[config.mk]
export PLATFORM = sky130hd
export DESIGN_NAME = pipe_stall_stage
export DESIGN_NICKNAME = d
export VERILOG_FILES = /design/src/rtl/pipe_stall_stage.sv
export SDC_FILE = /design/constraint.sdc
export NUM_CORES = 1
export LEC_CHECK = 0
export ABC_CLOCK_PERIOD_IN_PS = 1200
export CAP_MARGIN = 40
export CORE_MARGIN = 1
export CORE_UTILIZATION = 35
export CTS_CLUSTER_DIAMETER = 150
export DETAILED_ROUTE_END_ITERATION = 8
export PLACE_DENSITY = 0.88
export SLEW_MARGIN = 20
export SYNTH_ARGS = -nofsm -noshare
export SYNTH_HDL_FRONTEND = slang
export SYNTH_SLANG_ARGS = --single-unit
[constraint.sdc]
create_clock -name clk -period 1.2 [get_ports clk]
set_input_delay 0.12 -clock clk [delete_from_list [all_inputs] [get_ports clk]]
set_output_delay 0.12 -clock clk [all_outputs]
set_load 0.03 [all_outputs]
[src/rtl/pipe_stall_stage.sv]
// IF/ID and ID/EX pipeline registers with load-use stall,
// branch flush, and a saturating stall-cycle counter.
package pipe_pkg;

  typedef struct packed {
    logic [31:0] pc;
    logic [31:0] inst;
    logic        valid;
  } if_id_t;

  typedef struct packed {
    logic        wreg;
    logic        m2reg;
    logic        wmem;
    logic [3:0]  aluc;
    logic [4:0]  td;
    logic [31:0] a;
    logic [31:0] b;
    logic        valid;
  } id_ex_t;

endpackage

module pipe_stall_stage
  import pipe_pkg::*;
#(
  parameter int W = 32
) (
  input  logic         clk,
  input  logic         rst_n,
  input  logic         stall,
  input  logic         flush,
  input  logic [W-1:0] if_pc,
  input  logic [31:0]  if_inst,
  input  logic         id_wreg,
  input  logic         id_m2reg,
  input  logic         id_wmem,
  input  logic [4:0]   id_dest,
  input  logic [3:0]   id_aluc,
  input  logic [W-1:0] id_a,
  input  logic [W-1:0] id_b,
  output logic         pc_en,
  output logic [W-1:0] ifid_pc,
  output logic [31:0]  ifid_inst,
  output logic         ifid_valid,
  output logic         ex_wreg,
  output logic         ex_m2reg,
  output logic         ex_wmem,
  output logic [3:0]   ex_aluc,
  output logic [W-1:0] ex_a,
  output logic [W-1:0] ex_b,
  output logic [4:0]   ex_td,
  output logic         ex_lw,
  output logic [7:0]   stall_cnt
);

  logic [W-1:0] ifid_pc_q;
  logic [W-1:0] ifid_pc_d;
  logic [W-1:0] ex_a_q;
  logic [W-1:0] ex_a_d;
  logic [W-1:0] ex_b_q;
  logic [W-1:0] ex_b_d;

  if_id_t ifid_q;
  if_id_t ifid_d;
  id_ex_t idex_q;
  id_ex_t idex_d;

  logic [7:0] cnt_q;
  logic [7:0] cnt_d;

  logic ifid_ld;
  logic ifid_sq;

  assign pc_en   = ~stall;
  assign ifid_ld = ~stall & ~flush;
  assign ifid_sq = ~stall & flush;

  // Stall outranks flush; ID re-raises the flush once released.
  always_comb begin
    ifid_d    = ifid_q;
    ifid_pc_d = ifid_pc_q;
    unique case (1'b1)
      stall: begin
        ifid_d    = ifid_q;
        ifid_pc_d = ifid_pc_q;
      end
      ifid_sq: begin
        ifid_d.inst  = 32'h0;
        ifid_d.valid = 1'b0;
        ifid_pc_d    = if_pc;
      end
      ifid_ld: begin
        ifid_d.inst  = if_inst;
        ifid_d.valid = 1'b1;
        ifid_pc_d    = if_pc;
      end
      default: begin
        ifid_d    = ifid_q;
        ifid_pc_d = ifid_pc_q;
      end
    endcase
    ifid_d.pc = 32'(ifid_pc_d);
  end

  always_comb begin
    idex_d = '0;
    ex_a_d = '0;
    ex_b_d = '0;
    if (!stall) begin
      idex_d.wreg  = id_wreg & ifid_q.valid;
      idex_d.m2reg = id_m2reg & ifid_q.valid;
      idex_d.wmem  = id_wmem & ifid_q.valid;
      idex_d.aluc  = id_aluc;
      idex_d.td    = id_dest;
      idex_d.valid = ifid_q.valid;
      ex_a_d       = id_a;
      ex_b_d       = id_b;
    end
    idex_d.a = 32'(ex_a_d);
    idex_d.b = 32'(ex_b_d);
  end

  always_comb begin
    cnt_d = cnt_q;
    if (stall && cnt_q != 8'hff) begin
      cnt_d = cnt_q + 8'd1;
    end
  end

  always_ff @(posedge clk or negedge rst_n) begin
    if (!rst_n) begin
      ifid_q    <= '0;
      ifid_pc_q <= '0;
      idex_q    <= '0;
      ex_a_q    <= '0;
      ex_b_q    <= '0;
      cnt_q     <= '0;
    end else begin
      ifid_q    <= ifid_d;
      ifid_pc_q <= ifid_pc_d;
      idex_q    <= idex_d;
      ex_a_q    <= ex_a_d;
      ex_b_q    <= ex_b_d;
      cnt_q     <= cnt_d;
    end
  end

  assign ifid_pc    = ifid_pc_q;
  assign ifid_inst  = ifid_q.inst;
  assign ifid_valid = ifid_q.valid;
  assign ex_wreg    = idex_q.wreg;
  assign ex_m2reg   = idex_q.m2reg;
  assign ex_wmem    = idex_q.wmem;
  assign ex_aluc    = idex_q.aluc;
  assign ex_a       = ex_a_q;
  assign ex_b       = ex_b_q;
  assign ex_td      = idex_q.td;
  assign stall_cnt  = cnt_q;

  // A load targeting $0 never creates a hazard.
  assign ex_lw = idex_q.m2reg & idex_q.valid & (|idex_q.td);

  logic unused_ok;
  assign unused_ok = ^{idex_q.a, idex_q.b, ifid_q.pc};

endmodule

==> results.cfg <==
[sta]
clock.fmax_mhz = 572
maxSlewViolCount = 0
setup_viol_count_final = 11
maxSlewHeadroom_pct = 48.7
worst_slack_ns = -0.549
hold_violations = 0
finalCriticalPeriod_ns = 1.75
worstMarginPinSlew_ns = 0.768
skew_ns = 0.00550
rsz0062_at_grt = yes
finalCritPeriodShare_pct = 146
holdWs_ns = 0.0748

[yosys]
seq_area_frac_synth_pct = 70.6
postSynthCellCount = 351
synth-adder-area-share_pct = 0.235
synth_compound_area_share_pct = 6.43
async_flop_share_pct = 100
synthFlopType = dfrtp_1
synthMuxAreaShare_pct = 7.20
synth_edf_count = 0
synthesis.area_mm2 = 0.00532
yosys_warnings = 0
synth_top_family_by_area = simple AND/OR/NAND/NOR gates
syn_nets = 496
synthSimpleGateAreaFrac_pct = 11.3
syn_area_per_cell_um2 = 15.1
ys_seq_elements = 150
synthXorXnorAreaFrac_pct = 0.659
synth_cell_types = 31

[cells_and_area]
final_common_cell = dfrtp_1
layout.nets = 809
multi_input_area_mm2 = 0.00146
final_layout_size_suffix_gt1_share_pct = 38.8
postLayoutCoreUtil_pct = 60.4
register_area_mm2 = 0.00376
most-common-layout-cells = dfrtp_1, clkdlybuf4s50_1, buf_2
fillers = 1131
area_growth_pct = 67.1

[placed_design]
placement.io_buffers = 294
dp_worst_setup_slack_ns = -0.568
gp_congestion = 0.854
dp_hpwl_mm = 10.8

[routing]
first_pass_iters = 8
num_vias = 3952
wire_per_inst_um = 17.0
ant_nets = 0
wl_mm = 14.6
drcViolationCount = 34
drt-initial-drc-count = 116
routed_via_density = 4.59

[die]
placementRows = 44
start_util_pct = 36.2
core_mm2 = 0.0147
dieWidth_um = 125
boundaryPins = 295
fp.dieH_um = 125
die-area_mm2 = 0.0157

[clock_network]
path_clk_slew_ns = 0.06
clkLatencyLatePin_ns = 0.41
cts-root-buf = clkbuf_16
cts_made_buffers = 17
cts_max_level = 4
cts.sinks = 150
cts_tree = yes
clockBufferDepth = 2

[pwr]
finalPower_uw = 15200
leakage_uw = 0.00420
ir_drop_uv = 911
power_density_mw_per_mm2 = 1720

[critical_path]
required_ns = 1.08
worstReg2RegEnd = stall_cnt[6]$_DFFE_PN0P_
path_delay_family = simple AND/OR/NAND/NOR gates
end_kind = primary output
ff2ff_setup_slack_ns = -0.11
r2r_cells = 4
crit_chain = or3_4 -> o311a_4 -> buf_6
worst_setup_path_start_kind = flip-flop
cp_slowest_cell = or3_4
cpPeakStageDelay_ns = 0.39
r2r_start = stall_cnt[1]$_DFFE_PN0P_
critPathMaxFanout = 2
worst-setup-path-type = reg -> out
worstPathArrival_ns = 1.63
cp_num_buf_inv = 1

[outcome]
status = finished, violations left
violations = DRC, setup timing

[worst_hold_path]
holdPathEnd = stall_cnt[0]$_DFFE_PN0P_
worst_hold_path.num_cells = 3
hold_path_class = in -> reg
hp-start = stall

[grt]
grt_use_total_pct = 19.4
grt_first_pass_wirelength_mm = 22.9
antenna_found_initial = 1
grt_max_degree = 74
grt_pass1_vias = 4401
overflow = 0

[run]
drv_cap = 0
-- sequential cells by signal (all words and copies together) (netlist names) --
register    cells
ex_a           32
ex_aluc         4
ex_b           32
ex_m2reg        1
ex_td           5
ex_wmem         1
ex_wreg         1
idex_q          1
ifid_inst      32
ifid_pc        32
ifid_valid      1
stall_cnt       8
-- worst reg2reg max path, stage by stage, from the launching register on --
cell and delay (ns):
dfrtp_2 0.39, ha_4 0.15, and2_4 0.15, nor3b_4 0.20, mux2_4 0.31
-- logic make-up after synthesis --
| family | count (synthesis) |
|---|---|
| AO/OA/AOI/OAI | 41 |
| XOR/XNOR | 4 |
| adder cells (fa/ha/maj) | 1 |
| buffers and inverters | 30 |
| flip-flops | 150 |
| multiplexers | 34 |
| AND/OR/NAND/NOR | 91 |
-- stage by stage --
step | TNS [ns] | cells | area [um2]
2_1_floorplan | -0.469 | 351 | 5340
3_3_place_gp | -8.90 | 819 | 8620
3_5_place_dp | -10.37 | 819 | 8620
4_1_cts | -0.988 | 857 | 9020
5_1_grt | -1.58 | 861 | 8880
6_report | -0.922 | 861 | 8880
-- Yosys cell counts (all sizes together), types with 2 or more instances --
master | number | share of area, %
a21oi | 3 | 0.28
a22o | 32 | 5.3
and2 | 5 | 0.59
buf | 28 | 3.4
dfrtp | 150 | 71
inv | 2 | 0.14
mux2 | 34 | 7.2
nand2 | 2 | 0.14
nand4 | 2 | 0.24
nor2 | 2 | 0.28
nor2b | 74 | 8.8
o21ai | 2 | 0.26
xnor2 | 4 | 0.66
-- power breakdown --
part / switching (uW) / internal [uW] / total [uW]
Sequential: 288 / 5510 / 5800
Combinational: 1890 / 1870 / 3760
Clock: 2050 / 3640 / 5690
Total: 4230 / 11000 / 15200
-- per-layer routing --
| metal | routed length [um] | global-route usage, % |
|---|---|---|
| met1 | 5270 | 19.8 |
| met2 | 7450 | 34.0 |
| met3 | 1380 | 7.45 |
| met4 | 536 | 10.7 |
| met5 | 0 | 0 |
-- repair_timing --
item                       in CTS  in global routing
hold endpoints to repair      150                  0
buffers inserted                6                  3
pin swaps                       3                  3
setup endpoints to repair     141                 48
gates resized for setup       581                 70
hold buffers                    1                  0
-- area by class of cell --
cell class              count  area share (%)
diodes                      1          0.0282
well taps                 184            2.59
multi-input cells         171            16.4
inverters                   2          0.0845
repair buffers            322            31.5
flip-flops and latches    150            42.3
clock inverters            11            1.93
clock buffers              20            5.25
-- worst max-delay path by stage --
| stage | start | to | slack, ns | cells past startpoint |
|---|---|---|---|---|
| after floorplan | stall_cnt[0]$_DFFE_PN0P_ | stall_cnt[1]$_DFFE_PN0P_ | -0.24 | 4 |
| after global placement | ex_td[1]$_DFF_PN0_ | ex_lw | -0.55 | 3 |
| after detailed placement | ex_td[1]$_DFF_PN0_ | ex_lw | -0.57 | 3 |
| after CTS | ex_td[1]$_DFF_PN0_ | ex_lw | -0.56 | 3 |
| after global routing | ex_td[1]$_DFF_PN0_ | ex_lw | -0.59 | 3 |
| final | ex_td[1]$_DFF_PN0_ | ex_lw | -0.55 | 3 |
Note: power is estimated with default switching activity, not from simulation.
